[src/rtl/onehot_decoder_seq_pkg.sv]
// rtl/onehot_decoder_seq_pkg.sv - shared types, limits and decode helper for the registered one-hot decoder
package decoder_pkg;

   localparam int SEL_W_MIN = 1;
   localparam int SEL_W_MAX = 6;

   typedef enum logic [1:0] {
      IDLE   = 2'd0,
      HOLD   = 2'd1,
      STROBE = 2'd2,
      SCAN   = 2'd3
   } dec_state_t;

   // Indices at or beyond width decode to all-zero rather than an out-of-range bit.
   function automatic logic [63:0] onehot(input int unsigned idx, input int unsigned width);
      logic [63:0] r;
      r = '0;
      if (idx < width) begin
         r = 64'd1 << idx;
      end
      return r;
   endfunction

endpackage

[src/rtl/onehot_decoder_seq_if.sv]
// rtl/onehot_decoder_seq_if.sv - command and decode bundle between control logic and the decoder
interface onehot_decoder_seq_if
   import decoder_pkg::*;
#(
   parameter int SEL_W = 2
);
   localparam int OUT_W = 2 ** SEL_W;

   logic             en;
   logic             clr;
   logic             load;
   logic [SEL_W-1:0] sel;
   logic             pulse;
   logic             scan;
   logic [OUT_W-1:0] dec;
   logic             active;
   logic [SEL_W-1:0] index;

   modport master (
      output en, clr, load, sel, pulse, scan,
      input  dec, active, index
   );

   modport slave (
      input  en, clr, load, sel, pulse, scan,
      output dec, active, index
   );

endinterface

[src/rtl/onehot_decoder_seq_sel_to_onehot.sv]
// rtl/onehot_decoder_seq_sel_to_onehot.sv - plain combinational SEL_W to 2**SEL_W one-hot decode
module sel_to_onehot
   import decoder_pkg::*;
#(
   parameter int SEL_W = 2,
   localparam int OUT_W = 2 ** SEL_W
) (
   input  logic [SEL_W-1:0] sel,
   output logic [OUT_W-1:0] dec
);

   always_comb begin
      dec = OUT_W'(onehot(32'(sel), OUT_W));
   end

endmodule

[src/rtl/onehot_decoder_seq.sv]
// rtl/onehot_decoder_seq.sv - registered one-hot decoder with hold, strobe and auto-scan modes
module onehot_decoder_seq
   import decoder_pkg::*;
#(
   parameter int SEL_W = 2
) (
   input logic                 clk,
   input logic                 rst,
   onehot_decoder_seq_if.slave bus
);

   localparam int OUT_W = 2 ** SEL_W;

   if (SEL_W < SEL_W_MIN || SEL_W > SEL_W_MAX) begin : g_sel_w_range
      $error("onehot_decoder_seq: SEL_W out of legal range");
   end

   dec_state_t       state_q, state_d;
   logic [SEL_W-1:0] idx_q, idx_d;
   logic [OUT_W-1:0] onehot_d;
   logic [OUT_W-1:0] dec_q;
   logic             active_q;

   always_ff @(posedge clk or posedge rst) begin
      if (rst) begin
         state_q  <= IDLE;
         idx_q    <= '0;
         dec_q    <= '0;
         active_q <= 1'b0;
      end else begin
         state_q  <= state_d;
         idx_q    <= idx_d;
         dec_q    <= (state_d == IDLE) ? '0 : onehot_d;
         active_q <= (state_d != IDLE);
      end
   end

   // A disabled cycle leaves state_d/idx_d equal to the current values, so every register holds.
   always_comb begin
      state_d = state_q;
      idx_d   = idx_q;
      if (!bus.en) begin
         state_d = state_q;
      end else if (bus.clr) begin
         state_d = IDLE;
         idx_d   = '0;
      end else if (bus.load) begin
         state_d = bus.pulse ? STROBE : HOLD;
         idx_d   = bus.sel;
      end else if (bus.scan) begin
         state_d = SCAN;
         idx_d   = (state_q == IDLE) ? '0 : idx_q + SEL_W'(1);
      end else begin
         case (state_q)
            STROBE, SCAN: begin
               state_d = IDLE;
               idx_d   = '0;
            end
            default: begin
               state_d = state_q;
            end
         endcase
      end
   end

   sel_to_onehot #(.SEL_W(SEL_W)) u_sel_to_onehot (
      .sel (idx_d),
      .dec (onehot_d)
   );

   assign bus.dec    = dec_q;
   assign bus.active = active_q;
   assign bus.index  = idx_q;

endmodule

[src/flat_wrapper.sv]
// flat-port wrapper written by rule: the top's interface ports become plain ports
module onehot_decoder_seq_flat import decoder_pkg::*;
#(
   parameter int SEL_W = 2
)
  (clk, rst, bus_en, bus_clr, bus_load, bus_sel, bus_pulse, bus_scan, bus_dec, bus_active, bus_index);
  onehot_decoder_seq_if #(.SEL_W(SEL_W)) bus_i ();
  input logic clk;
  input logic rst;
  input wire logic [$bits(bus_i.en)-1:0] bus_en;
  input wire logic [$bits(bus_i.clr)-1:0] bus_clr;
  input wire logic [$bits(bus_i.load)-1:0] bus_load;
  input wire logic [$bits(bus_i.sel)-1:0] bus_sel;
  input wire logic [$bits(bus_i.pulse)-1:0] bus_pulse;
  input wire logic [$bits(bus_i.scan)-1:0] bus_scan;
  output wire logic [$bits(bus_i.dec)-1:0] bus_dec;
  output wire logic [$bits(bus_i.active)-1:0] bus_active;
  output wire logic [$bits(bus_i.index)-1:0] bus_index;
  assign bus_i.en = bus_en;
  assign bus_i.clr = bus_clr;
  assign bus_i.load = bus_load;
  assign bus_i.sel = bus_sel;
  assign bus_i.pulse = bus_pulse;
  assign bus_i.scan = bus_scan;
  assign bus_dec = bus_i.dec;
  assign bus_active = bus_i.active;
  assign bus_index = bus_i.index;
  onehot_decoder_seq #(.SEL_W(SEL_W)) u_core (.clk(clk), .rst(rst), .bus(bus_i));
endmodule
[config.mk]
export PLATFORM = sky130hd
export DESIGN_NAME = onehot_decoder_seq_flat
export DESIGN_NICKNAME = d
export VERILOG_FILES = /design/src/rtl/onehot_decoder_seq_pkg.sv /design/src/rtl/onehot_decoder_seq_if.sv /design/src/rtl/onehot_decoder_seq_sel_to_onehot.sv /design/src/rtl/onehot_decoder_seq.sv /design/src/flat_wrapper.sv
export SDC_FILE = /design/constraint.sdc
export NUM_CORES = 1
export LEC_CHECK = 0
export ABC_AREA = 1
export CAP_MARGIN = 10
export CORE_AREA = 2 2 39 41
export DETAILED_ROUTE_END_ITERATION = 8
export DIE_AREA = 0 0 41 43
export PLACE_DENSITY = 0.66
export SYNTH_ARGS = -nofsm -noshare
export SYNTH_HDL_FRONTEND = slang
export SYNTH_SLANG_ARGS = --single-unit
[constraint.sdc]
create_clock -name clk -period 1.5 [get_ports clk]
set_input_delay 0.375 -clock clk [delete_from_list [all_inputs] [get_ports clk]]
set_output_delay 0.375 -clock clk [all_outputs]
set_load 0.03 [all_outputs]
==> Word level (Yosys, flattened, before mapping) <==
Index checks and enable logic that the tools add are counted.
{ "totals": {"regBits": 9, "output_inout_bits": 7, "in_bits": 9} }
{ "op_classes": {"n_reduce_logical": 4, "add_sub_neg": 1, "n_eq_ne": 2, "shift": 1, "n_mux": 13} }
{ "op_table": {"columns": ["cell", "n"], "rows": [
  ["$mux W2", 12],
  ["$eq A2 B2 Y1 const B", 2],
  ["$logic_not A2 Y1", 2],
  ["$mux W4", 1],
  ["$shl A1 B2 Y4 const A", 1],
  ["$add A2 B1 Y2 const B", 1],
  ["$reduce_bool A2 Y1", 1],
  ["$reduce_or A2 Y1", 1]
]} }

==> Longest topological paths before layout <==
{ "logic_depth": {"ltp_word": 9, "mapped_depth": 9, "depth_no_buf": 9} }

==> By module <==
Synthesis repeated with hierarchy kept, for this count alone.
{ "hier_totals": {"hier_cells": 70, "area_unflattened_um2": 530.5} }
{ "modules_own_cells": {"columns": ["mod", "seq_area_each_um2", "instances", "cells_each", "area_per_inst_um2"], "rows": [
  ["onehot_decoder_seq", 225.2, 1, 63, 504.2],
  ["sel_to_onehot", 0.0, 1, 7, 26.3]
]} }

==> Worst setup path after synthesis <==
No wires, ideal clock.
{ "synth_timing": {"path_type": "reg-to-reg", "start": "reg u_core.idx_q[0] (netlist: u_core.bus.index[0])", "end": "reg u_core.dec_q[0] (netlist: u_core.bus.dec[0])", "arrival_time_ps": 1054, "setup_time_ps": 129, "period_less_slack_ps": 1184, "stages_incl_launch_ff": 9, "slack_ps": 316, "path_cell_list": "dfrtp_1 nand2_1 inv_1 nor2_1 nand2_1 nand2_1 nand2_1 o21ai_0 nor2_1"} }
{ "synth_between": {"elab_chain_len": 8, "elab_cells_between_ends": 9, "cone_classes": "add/sub (1); shift (1); mux (7)"} }
{ "synth_rtl": {"columns": ["element", "line", "rtl"], "rows": [
  ["from (decl)", "onehot_decoder_seq.sv:19", "logic [SEL_W-1:0] idx_q, idx_d;"],
  ["from (signal assigned)", "onehot_decoder_seq.sv:32", "idx_q <= idx_d;"],
  ["$add A2 B1 Y2", "onehot_decoder_seq.sv:52", "idx_d = (state_q == IDLE) ? '0 : idx_q + SEL_W'(1);"],
  ["$mux W2", "onehot_decoder_seq.sv:52", null],
  ["$mux W2", "onehot_decoder_seq.sv:50", "end else if (bus.scan) begin"],
  ["$mux W2", "onehot_decoder_seq.sv:47", "end else if (bus.load) begin"],
  ["$mux W2", "onehot_decoder_seq.sv:44", "end else if (bus.clr) begin"],
  ["$mux W2", "onehot_decoder_seq.sv:42", "if (!bus.en) begin"],
  ["via u_core.idx_d[1]", "onehot_decoder_seq.sv:19", null],
  ["$shl A1 B2 Y4", "onehot_decoder_seq_pkg.sv:19", "r = 64'd1 << idx;"],
  ["$mux W4", "onehot_decoder_seq.sv:33", "dec_q <= (state_d == IDLE) ? '0 : onehot_d;"],
  ["to (signal assigned)", "onehot_decoder_seq.sv:33", null],
  ["to (decl)", "onehot_decoder_seq.sv:21", "logic [OUT_W-1:0] dec_q;"]
]} }
The timed path passes the listed nets, and every way through them passes these cells.

==> Worst setup path after layout <==
{ "layout_timing": {"start": "in bus_load", "end": "reg u_core.dec_q[0] (netlist: u_core.bus.dec[0])"} }
{ "layout_between": {"elab_chain_len": 5, "elab_cells_between_ends": 9, "cone_classes": "shift (1); mux (7); reduce/logical (1)"} }
{ "layout_rtl": {"columns": ["element", "line", "rtl"], "rows": [
  ["from (decl)", "flat_wrapper.sv:12", "input wire logic [$bits(bus_i.load)-1:0] bus_load;"],
  ["$mux W2", "onehot_decoder_seq.sv:47", null],
  ["$mux W2", "onehot_decoder_seq.sv:44", null],
  ["$mux W2", "onehot_decoder_seq.sv:42", null],
  ["$shl A1 B2 Y4 or $logic_not A2 Y1 (tied branches)", "onehot_decoder_seq_pkg.sv:19, onehot_decoder_seq.sv:33", null],
  ["$mux W4 (*)", "onehot_decoder_seq.sv:33", null]
]} }
Mark *: on every way between the ends. The rest lies on a longest branch, timed or not.

==> reports/summary.txt <==
CLOCK TREE
--------------------------------------------------------------------------------
Clk slew on worst S/H paths .......................................        60 ps
TritonCTS clock tree ..............................................        built
Number of clock buffers inserted by TritonCTS .....................            3
Hold-fix buffers, CTS .............................................            0
CTS H-tree depth ..................................................            1
Root Buffer ....................................................... sky130_fd_sc_hd__clkbuf_4
Clock latency on the worst-skew pair ..............................       260 ps
TritonCTS Sinks ...................................................            9
Worst-case clock buffer depth .....................................            2
Number of setup buffers added after CTS ...........................            0

SYNTH
--------------------------------------------------------------------------------
Mapped Avg Cell Area ..............................................     7.10 µm²
Distinct cells, synth .............................................           13
Post-synthesis sequential element count ...........................            9
Net count of the mapped netlist ...................................           77
Synthesis warning total ...........................................            0
Synthesized instance count ........................................           68
Sequential fraction of the synthesis area .........................        0.466
Cell Area, Synth ..................................................      483 µm²

POWER
--------------------------------------------------------------------------------
Leakage power total ...............................................     0.416 nW
Pwr/cell area .....................................................   914 nW/µm²
Max rail drop VDD .................................................       443 µV
Overall power of the completed layout .............................       654 µW

DIE
--------------------------------------------------------------------------------
Top-level port count ..............................................           16
Initial standard-cell utilization of the core .....................        0.349
Area of the die ...................................................     1760 µm²
Vertical die dimension ............................................        43 µm
Core area .........................................................     1380 µm²
Row Count .........................................................           14
Width of the chip .................................................        41 µm

CELLS AND AREA
--------------------------------------------------------------------------------
Commonest non-fill, non-tap cell in the layout .................... sky130_fd_sc_hd__nor2_1
Fin nets ..........................................................          103
Layout cells sized above 1 ........................................        0.194
Number of fill cells in the layout ................................          128
Storage cell area .................................................      225 µm²
Ant diodes ........................................................            0
Area growth from synthesis to layout ..............................        48.2%
Commonest cells after routing, fill and taps aside ................ sky130_fd_sc_hd__nor2_1 (17), sky130_fd_sc_hd__nand2_1 (13), sky130_fd_sc_hd__inv_1 (12), sky130_fd_sc_hd__dfrtp_1 (9), sky130_fd_sc_hd__clkdlybuf4s50_1 (8)
Area used by multi-input combinational logic ......................      205 µm²
Final core utilization ............................................        0.517

SETUP PATH
--------------------------------------------------------------------------------
Worst-case register-to-register setup slack .......................       290 ps
Reg2Reg Depth .....................................................            9
Element type at the critical path end .............................    flip-flop
Setup CP Type .....................................................       in2reg
Top fanout value on the critical path .............................            3
WP data required ..................................................      1640 ps
Launch point of the worst path ....................................     bus_load
CP startpoint kind ................................................   input port
Reg-to-reg critical path startpoint ............................... u_core.bus.index[0]$_DFF_PP0_
Crit path DAT .....................................................      1530 ps
Capturing point of the worst reg2reg path ......................... u_core.bus.dec[0]$_DFF_PP0_

MIN PATH
--------------------------------------------------------------------------------
Min-delay worst type ..............................................     in2async

TIMING
--------------------------------------------------------------------------------
Final critical path time including I/O delays and setup ...........      1390 ps
Setup repair after global routing missed its margin ...............           no
FMAX ..............................................................    0.719 GHz
Number of setup violations in the final report ....................            0
Final critical-path share of the clock period .....................        0.927
Worst-case headroom to the max-slew limit .........................        0.768
Number of slew-limit violations in the final report ...............            0
Tightest hold margin ..............................................       374 ps
Transition time at the pin with the least slew margin .............       345 ps
Final worst clock skew ............................................     0.582 ps
Final critical-path setup slack ...................................       110 ps
Final Hold Violating Endpoints ....................................            0

DRT
--------------------------------------------------------------------------------
Number of DRC violations after detailed routing ...................            0
Pre-antenna DRT Iters .............................................            4
Final WL ..........................................................      1000 µm
Number of routed nets with antenna violations .....................            0
Vias per std cell .................................................         4.18
Routed WL per cell ................................................      9.19 µm
1st-iter DRT viols ................................................            7
Total via count after detailed routing ............................          456

GLOBAL ROUTE
--------------------------------------------------------------------------------
Global-route wire length before repair ............................      1640 µm
Overall track demand over capacity in global routing ..............        0.141
Overflow left after global routing ................................            0
Number of antenna violations at the first check in global routing .            0
Number of global-route vias before repair .........................          418
Pin count of the biggest net entering global routing ..............           10

PLACEMENT
--------------------------------------------------------------------------------
DPL Wire Length ...................................................       800 µm
Post-place setup slack ............................................      -168 ps
Gpl congestion ....................................................        0.723
IO buf count ......................................................           15

RUN STATUS
--------------------------------------------------------------------------------
Run status ........................................................    completed

JOB
--------------------------------------------------------------------------------
Number of violations of the max-capacitance limit .................            0

critical path, cell delays in order:
cell                              delay [ps]
sky130_fd_sc_hd__clkdlybuf4s50_1         450
sky130_fd_sc_hd__nor2_1                  150
sky130_fd_sc_hd__o21ai_0                 130
sky130_fd_sc_hd__a21oi_2                 230
sky130_fd_sc_hd__nand2_4                  80
sky130_fd_sc_hd__nand2_2                  80
sky130_fd_sc_hd__nor2_1                   40
flip-flops by register name, summed over array words and instances (netlist names):
signal             count
u_core.bus.index       2
u_core.bus.active      1
u_core.bus.dec         4
u_core.state_q         2
report_power, final:
group,total (mW),switching (mW),internal [mW]
clock,0.187,0.0847,0.103
combinational,0.193,0.115,0.0779
sequential,0.274,0.00903,0.265
routing by layer:
layer	vias up	share of wire	track usage
met2	14	0.42	0.197
li1	250	-	-
met5	-	0	0
met4	0	0.0070	0.100
met1	190	0.50	0.183
met3	2	0.076	0.0314
logic make-up (layout without fill, tap and decap cells):
logic type	Yosys count	after routing	share of synthesized area
and+or+nand+nor	40	40	0.365
DFF	9	9	0.466
buffers and inverters	14	39	0.109
AOI/OAI and AO/OA	5	5	0.0596
metrics by stage:
stage	TNS (ps)	instances	area, µm²
after floorplan	0	68	483
after global placement	-738	105	698
after detailed placement	-792	105	698
after CTS	0	109	716
after global routing	0	109	716
final	0	109	716
final cells by class:
class | count | share of cell area
Clock buffer | 4 | 0.0367
Inverter | 14 | 0.0734
Multi-Input combinational cell | 45 | 0.287
Sequential cell | 9 | 0.315
Tap cell | 16 | 0.0280
Timing Repair Buffer | 21 | 0.260
worst max path at each step:
stage                             endpoint  slack, ps  depth (start not counted)
6_report       u_core.bus.dec[0]$_DFF_PP0_        110                          7
5_1_grt        u_core.bus.dec[0]$_DFF_PP0_         10                          7
4_1_cts        u_core.bus.dec[0]$_DFF_PP0_        100                          7
3_5_place_dp   u_core.bus.dec[0]$_DFF_PP0_       -170                          7
3_3_place_gp   u_core.bus.dec[0]$_DFF_PP0_       -160                          7
2_1_floorplan  u_core.bus.dec[0]$_DFF_PP0_        320                          8
timing repair:
action,in CTS,in global routing
resized for setup,7,0
endpoints found under the hold margin,0,0
setup endpoints to repair,7,0
Yosys cell counts (all sizes together):
master  number  share of area
nor2        18           0.15
or2          1          0.013
dfrtp        9           0.47
o21ai        2          0.021
a21oi        3          0.039
nand3        3          0.031
nand2       18           0.18
inv         14           0.11
(Power assumes the default switching activity.)
